<file path="config.mk">
export PLATFORM = sky130hd
export DESIGN_NAME = pipeline_sequencer
export DESIGN_NICKNAME = d
export VERILOG_FILES = /design/src/rtl/pipeline_sequencer.sv
export SDC_FILE = /design/constraint.sdc
export NUM_CORES = 1
export LEC_CHECK = 0
export ABC_AREA = 1
export CORE_MARGIN = 4
export CORE_UTILIZATION = 44
export CTS_CLUSTER_DIAMETER = 120
export DETAILED_ROUTE_END_ITERATION = 10
export PLACE_DENSITY = 0.7
export SYNTH_ARGS = -nofsm -noshare
export SYNTH_HDL_FRONTEND = slang
export SYNTH_SLANG_ARGS = --single-unit
</file>
<file path="constraint.sdc">
create_clock -name clk -period 5 [get_ports clk]
set_clock_uncertainty 0.1 [all_clocks]
set_input_delay 1 -clock clk [delete_from_list [all_inputs] [get_ports clk]]
set_output_delay 1 -clock clk [all_outputs]
set_load 0.01 [all_outputs]
</file>
<file path="src/rtl/pipeline_sequencer.sv">
// Central stall/flush sequencer for the 5-stage pipeline.
// Drives stage load enables, stage valids, PC redirect and perf counters.
package pipeline_sequencer_pkg;
  typedef enum logic [1:0] {
    RUN       = 2'd0,
    DMEM_WAIT = 2'd1,
    MD_WAIT   = 2'd2
  } seq_state_t;

  typedef enum logic [3:0] {
    A_BR,
    A_MW,
    A_MD,
    A_LU,
    A_ADV,
    A_HOLD,
    A_MD_STALL,
    A_MD_DRAIN,
    A_MD_EXIT
  } seq_act_t;
endpackage

module pipeline_sequencer
  import pipeline_sequencer_pkg::*;
#(
  parameter int CNT_W = 16
) (
  input  logic             clk,
  input  logic             reset,
  input  logic             if_valid,
  input  logic             load_use_stop,
  input  logic             took_branch,
  input  logic             dmem_req,
  input  logic             dmem_ready,
  input  logic             md_start,
  input  logic             md_done,
  output logic             en_IF,
  output logic             en_ID,
  output logic             en_EX,
  output logic             en_MEM,
  output logic             valid_ID,
  output logic             valid_EX,
  output logic             valid_MEM,
  output logic             valid_WB,
  output logic             pc_redirect,
  output logic [1:0]       state,
  output logic [CNT_W-1:0] stall_cnt,
  output logic [CNT_W-1:0] flush_cnt
);

  localparam logic [CNT_W-1:0] CNT_MAX = '1;

  seq_state_t st_q;
  logic       md_seen_q;
  logic       br;
  logic       mem_stall;
  logic       mw;
  logic       md;
  logic       lu;
  seq_act_t   run_act;
  seq_act_t   act;
  logic [3:0] en_c;
  logic       redir_c;

  assign br        = took_branch & valid_MEM;
  assign mem_stall = dmem_req & valid_MEM & ~dmem_ready;
  assign mw        = mem_stall & ~br;
  assign md        = md_start & valid_EX;
  assign lu        = load_use_stop & valid_ID;

  always_comb begin
    run_act = A_ADV;
    if (br)      run_act = A_BR;
    else if (mw) run_act = A_MW;
    else if (md) run_act = A_MD;
    else if (lu) run_act = A_LU;
  end

  // DMEM_WAIT with ready falls through to the normal RUN decision.
  always_comb begin
    act = run_act;
    unique case (st_q)
      DMEM_WAIT: begin
        if (!dmem_ready) act = A_HOLD;
      end
      MD_WAIT: begin
        if (mem_stall)                 act = A_MD_STALL;
        else if (md_done | md_seen_q) act = A_MD_EXIT;
        else                           act = A_MD_DRAIN;
      end
      default: act = run_act;
    endcase
  end

  always_comb begin
    en_c    = 4'b0000;
    redir_c = 1'b0;
    unique case (act)
      A_BR: begin
        en_c    = 4'b1111;
        redir_c = 1'b1;
      end
      A_MD, A_MD_DRAIN: en_c = 4'b1000;
      A_LU:             en_c = 4'b1100;
      A_ADV, A_MD_EXIT: en_c = 4'b1111;
      default:          en_c = 4'b0000;
    endcase
  end

  assign {en_MEM, en_EX, en_ID, en_IF} = en_c & {4{reset}};
  assign pc_redirect = redir_c & reset;
  assign state       = st_q;

  always_ff @(posedge clk or negedge reset) begin
    if (!reset) begin
      st_q      <= RUN;
      md_seen_q <= 1'b0;
      valid_ID  <= 1'b0;
      valid_EX  <= 1'b0;
      valid_MEM <= 1'b0;
      valid_WB  <= 1'b0;
      stall_cnt <= '0;
      flush_cnt <= '0;
    end else begin
      if (!en_c[0] && stall_cnt != CNT_MAX)
        stall_cnt <= stall_cnt + 1'b1;
      unique case (act)
        A_BR: begin
          valid_ID  <= 1'b0;
          valid_EX  <= 1'b0;
          valid_MEM <= 1'b0;
          valid_WB  <= 1'b1;
          st_q      <= RUN;
          if (flush_cnt != CNT_MAX)
            flush_cnt <= flush_cnt + 1'b1;
        end
        A_MW, A_HOLD: begin
          valid_WB <= 1'b0;
          st_q     <= DMEM_WAIT;
        end
        A_MD: begin
          valid_MEM <= 1'b0;
          valid_WB  <= valid_MEM;
          md_seen_q <= 1'b0;
          st_q      <= MD_WAIT;
        end
        A_LU: begin
          valid_EX  <= 1'b0;
          valid_MEM <= valid_EX;
          valid_WB  <= valid_MEM;
          st_q      <= RUN;
        end
        A_ADV: begin
          valid_ID  <= if_valid;
          valid_EX  <= valid_ID;
          valid_MEM <= valid_EX;
          valid_WB  <= valid_MEM;
          st_q      <= RUN;
        end
        A_MD_STALL: begin
          valid_WB  <= 1'b0;
          md_seen_q <= md_seen_q | md_done;
        end
        A_MD_DRAIN: begin
          valid_MEM <= 1'b0;
          valid_WB  <= valid_MEM;
        end
        A_MD_EXIT: begin
          valid_ID  <= if_valid;
          valid_EX  <= valid_ID;
          valid_MEM <= 1'b1;
          valid_WB  <= valid_MEM;
          md_seen_q <= 1'b0;
          st_q      <= RUN;
        end
        default: st_q <= RUN;
      endcase
    end
  end

endmodule

</file>
## Word-level counts from Yosys, hierarchy flattened

Cells that the tools add are included.

| word-level totals | value |
|---|---|
| register bits | 39 |
| bits of input ports | 9 |
| output and inout port bits | 43 |
| logic and storage cells | 69 |

| operators by class | value |
|---|---|
| add/sub/neg operators | 2 |
| equal/unequal tests | 12 |
| mux-type cells | 16 |
| bitwise gates (word level) | 11 |
| reduce and logical (&&, ||, !) cells | 20 |

Operators with widths:

| kind | count |
|---|---|
| $add A16 B1 Y16 const B | 2 |
| $ne A16 B16 Y1 const B | 2 |
| $eq A4 B3 Y1 const B | 4 |
| $mux W4 | 4 |
| $reduce_or A2 Y1 | 7 |
| $pmux W4 S3 | 1 |
| $mux W3 | 3 |
| $reduce_or A3 Y1 | 3 |
| $eq A4 B2 Y1 const B | 2 |
| $pmux W4 S2 | 1 |
| $and A1 B1 Y1 | 7 |
| $pmux W1 S2 | 3 |
| $pmux W1 S3 | 2 |
| $pmux W2 S3 | 1 |
| $reduce_bool A2 Y1 | 3 |
| $reduce_bool A3 Y1 | 2 |
| $reduce_or A5 Y1 | 1 |
| $and A4 B4 Y4 | 1 |
| $eq A4 B1 Y1 const B | 1 |
| $eq A4 B4 Y1 const B | 1 |
| $logic_not A4 Y1 | 1 |
| $eq A2 B1 Y1 const B | 1 |
| $eq A2 B2 Y1 const B | 1 |
| $not A1 Y1 | 2 |
| 5 further kinds | 5 |

## Logic depth before layout (Yosys ltp)

| logic depth | value |
|---|---|
| depth in word-level cells | 12 |
| gate-level depth with buffers | 16 |
| gate-level depth less buffers | 16 |

## Least setup slack after synthesis

No wires, ideal clock.

| timing path | value |
|---|---|
| path kind | in2out |
| start | input port dmem_ready |
| end | output port en_IF |
| data arrival time | 2.080 ns |
| required time | 3.900 ns |
| path slack | 1.820 ns |
| cell stages on the path | 10 |
| path buffers | 1 |
| cell sequence | inv_1 > nand3_1 > nand2_1 > nand2_2 > inv_1 > nand2_2 > nor2_2 > nand2_4 > nor2_1 > buf_4 |

| on the way | value |
|---|---|
| longest elaborated chain between the ends | 11 |
| elaborated cells between the ends (all ways) | 18 |
| those cells by class | eq/ne: 5; mux: 6; bitwise: 4; reduce/logical: 3 |

Ends and longest elaborated chain:

| item | RTL line | source |
|---|---|---|
| start, declared | 34 | `input logic dmem_ready,` |
| $not A1 Y1 | 66 | `assign mem_stall = dmem_req & valid_MEM & ~dmem_ready;` |
| $and A1 B1 Y1 | 66 |  |
| $and A1 B1 Y1 | 67 | `assign mw = mem_stall & ~br;` |
| $mux W3 | 74 | `else if (mw) run_act = A_MW;` |
| $mux W4 | 73 | `if (br) run_act = A_BR;` |
| $mux W4 | 84 | `if (!dmem_ready) act = A_HOLD;` |
| $pmux W4 S2 * | 82 | `unique case (st_q)` |
| $eq A4 B4 Y1, or another cell as far along | 98 | `unique case (act)` |
| $reduce_or A3 Y1 (no source line) or $reduce_or A2 Y1 (tied branches) | n/a |  |
| $pmux W4 S3 * | 98 |  |
| $and A4 B4 Y4 * | 110 | `assign {en_MEM, en_EX, en_ID, en_IF} = en_c & {4{reset}};` |
| end, declared | 37 | `output logic en_IF,` |

Mark *: on every way between the ends. The rest lies on a longest branch, timed or not.

## Worst setup path after layout

| timing path | value |
|---|---|
| start | input port dmem_ready |
| end | output port en_MEM |

| on the way | value |
|---|---|
| longest elaborated chain between the ends | 11 |
| elaborated cells between the ends (all ways) | 18 |
| those cells by class | eq/ne: 5; mux: 6; bitwise: 4; reduce/logical: 3 |

Ends and longest elaborated chain:

| item | RTL line | source |
|---|---|---|
| $not A1 Y1 | 66 |  |
| $and A1 B1 Y1 | 66 |  |
| $and A1 B1 Y1 | 67 |  |
| $mux W3 | 74 |  |
| $mux W4 | 73 |  |
| $mux W4 | 84 |  |
| $pmux W4 S2 * | 82 |  |
| $eq A4 B4 Y1, or another cell as far along | 98 |  |
| $reduce_or A3 Y1 (no source line) or $reduce_or A2 Y1 (tied branches) | n/a |  |
| $pmux W4 S3 * | 98 |  |
| $and A4 B4 Y4 * | 110 |  |
| end, declared | 40 | `output logic en_MEM,` |

Marks and branches as above.

==> out/results.txt <==
Leak pwr = 1.402 nW
YS warnings = 0
TritonCTS clock tree = done
Peak supply drop = 0.2484 mV
Final Slew Violations = 0
Share of power burned in combinational logic = 55.4%
Most common cell after layout, fill and taps aside = sky130_fd_sc_hd__nand2_1
Pre-antenna DRT Iters = 4
Fraction of power consumed by sequential logic = 28.9%
Least-Margin Pin Slew = 483.8 ps
Beginning of the worst register-to-register path = state[0]
Antenna Nets Post-Route = 0
Number of global-route vias before repair = 2208
GR Util met3 = 3.159%
DRT Wirelength = 5591 um
Maximum Capacitance Violations = 0
Die Area = 7017 um^2
Crit Path Max Fanout = 8
Category of the worst setup path capture point = primary output
Post-synth EDFFs = 0
Period utilization = 84.11%
Setup violations, final = 0
Final instance count without filler cells = 462
Setup slack of the most critical reg-to-reg path = 2700 ps
Length in cells of the worst reg-to-reg path = 15
Die X = 83.77 um
Hold Crit Start = flush_cnt[4]
Bufs on Longest Clock Path = 2
Power per standard cell area = 535.7 nW/um^2
Starting density of the core = 45.60%
Commonest non-fill, non-tap cells in the layout = 96 x sky130_fd_sc_hd__nand2_1, 50 x sky130_fd_sc_hd__clkdlybuf4s50_1, 39 x sky130_fd_sc_hd__dfrtp_1
Largest family of logic cells by synthesized area = simple AND/OR/NAND/NOR gates
Distinct cells, synth = 29
Multiplexer share of the synthesized area = 0%
Clock edge transition at the registers on the reported setup and hold paths = 80 ps
Vias after detailed routing = 2254
Switching Fraction = 45.04%
Unrepaired setup endpoints after global routing = no
Synthesized instance count = 335
Startpoint kind of the worst setup timing path = input port
Compound-cell area share of the yosys netlist = 6.984%
Total nets after synthesis = 348
Post-route setup TNS = 0 ps
Layout net count = 402
Sw Pwr = 0.7731 mW
Hold Path Cell Cnt = 1
Total design power = 1.717 mW
P_int = 0.9435 mW
Via-to-Cell Ratio = 4.879
Floorplan Core Area = 5540 um^2
First-pass GRT wire length = 9915 um
Worst stage delay on the critical path = 550 ps
Normalized max-slew margin = 67.75%
# DRC = 0
Time the final worst path needs with I/O delays and setup = 4206 ps
Cell Count Post-Placement = 454
Post-Synthesis Cell Area = 2526 um^2
Required time reported for the critical path endpoint = 3900 ps
Layout fillers = 524
Pin count of the biggest net entering global routing = 40
Post CTS Setup Buffer Count = 0
TritonCTS buffer count = 5
Clock power share = 15.7%
Initial antenna violation count = 0
PnR worst setup slack = 794.5 ps
Ys async rst share = 100.0%
Gr usage total = 16.71%
Post_cts resized = 0
Crit path kind = in2out
Setup slack at placement = 808.9 ps
Half-perimeter wire length of the detailed placement result = 4345 um
Simple-gate portion of the synthesized area = 35.66%
Number of DRC violations after detailed-routing iteration 0 = 99
Cell Chain, Critical Path = clkdlybuf4s50_1 -> inv_1 -> nand3_1 -> nand2_1 -> nand2_2 -> nand2_2 -> nor2_2 -> nand2_4 -> a31oi_1 -> clkdlybuf4s50_1
Met2 capacity usage during global routing = 27.55%
Cell at the root of the clock tree = sky130_fd_sc_hd__clkbuf_8
Highest clock rate = 0.2378 GHz
Most common flop cell mapped by yosys = sky130_fd_sc_hd__dfrtp_1
Fraction of the yosys area taken by sequential cells = 38.63%
Mean cell area of the mapped netlist = 7.541 um^2
Total congestion overflow = 0
Count of clock tree sinks = 39
Utilization after layout = 57.84%
Height of the chip = 83.77 um
Total number of placement rows = 27
Hold WC Path Type = reg2reg
Number of synthesized register bits = 39
Worst-Skew Late Latency = 280 ps
Top Ports = 52
Port Buffer Count = 51
Crit Reg-Reg Endpoint = flush_cnt[7]
Count of final hold-check violations = 0
Run status = completed
# diodes = 0
End point of the most critical hold path = flush_cnt[4]
Cell with the biggest individual delay on the critical path = sky130_fd_sc_hd__clkdlybuf4s50_1
Post-CTS Hold Fix Bufs = 0
Proportion of layout cells with a drive suffix above 1 = 10.00%
Worst EP arrival = 3110 ps
Synth Area in XOR/XNOR = 9.014%
Adder and majority cell fraction of the synthesized area = 1.981%
Detail-routed net length per standard cell = 12.10 um
Number of levels the H-tree was split into = 2
Last weighted congestion value of the routability-driven placer = 0.8956
Most used routing layer = met2
Area Growth Syn to Fin = 26.84%
Met1 usage in global routing = 22.56%
==> logic make-up after synthesis <==
kind of cell	count (synthesis)
AO/OA/AOI/OAI	29
XOR/XNOR	26
adder cells (fa/ha/maj)	4
buffers and inverters	45
flip-flops	39
AND/OR/NAND/NOR	192
==> metal layers <==
layer	up-vias	wire length [um]
met5	-	0
met4	0	48
met3	5	205
met2	50	2624
met1	1026	2713
li1	1173	-
==> final cells by class <==
class | count | area (um^2) | share of cell area [%]
inverter | 40 | 152.6 | 4.764
tap | 72 | 90.09 | 2.811
clock inverter | 2 | 35.03 | 1.093
clock buffer | 6 | 82.58 | 2.577
timing repair buffer | 52 | 513.0 | 16.01
multi-input combinational | 251 | 1355 | 42.29
sequential | 39 | 975.9 | 30.46
==> synth_stat cells, types with 6 or more instances <==
cell type                 instances  share of area, %
sky130_fd_sc_hd__xor2_1          21               7.3
sky130_fd_sc_hd__inv_1           35               5.2
sky130_fd_sc_hd__nand3_1         21               4.2
sky130_fd_sc_hd__nand2_4          6               2.7
sky130_fd_sc_hd__o21ai_0         11               2.2
sky130_fd_sc_hd__nor2_1          32               4.8
sky130_fd_sc_hd__nor3_1           8               1.6
sky130_fd_sc_hd__nand2_2          7               1.7
sky130_fd_sc_hd__o21ai_1          7               1.4
sky130_fd_sc_hd__nand4_1          9               2.2
sky130_fd_sc_hd__nand2_1         96                14
sky130_fd_sc_hd__dfrtp_1         39                39
==> per-stage QoR <==
step | hold WS (ps) | cell area, um^2
floorplan | 401.6 | 2526
global placement | 404.9 | 3087
detailed placement | 418.2 | 3087
CTS | 428.9 | 3204
global route | 453.6 | 3204
finish | 429.9 | 3204
==> state kept, by name (all words and copies together) (netlist names) <==
register   flops
flush_cnt     16
stall_cnt     16
state          2
md_seen_q      1
valid_EX       1
valid_ID       1
valid_MEM      1
valid_WB       1
==> power groups by stage <==
stage	sequential (mW)	combinational, mW	clock (mW)
detailed placement	0.500	0.960	0
global placement	0.499	0.945	0
finish	0.496	0.951	0.270
CTS	0.496	0.962	0.277
global route	0.508	1.06	0.294
floorplan	0.521	0.643	0
==> critical path, delay by kind of cell <==
kind,cells,cell delay (ps)
buffers and inverters,3,1170
AND/OR/NAND/NOR,6,750
AO/OA/AOI/OAI,1,180
==> worst max path at each step <==
stage,startpoint,endpoint,slack [ps],cells after the start
final,dmem_ready,en_MEM,790,10
after global routing,dmem_ready,en_MEM,640,9
after CTS,dmem_ready,en_EX,800,10
after detailed placement,dmem_ready,en_EX,810,10
after global placement,dmem_ready,en_MEM,880,10
after floorplan,dmem_ready,en_IF,1820,10
No activity file was read; power rests on OpenSTA's default activity.
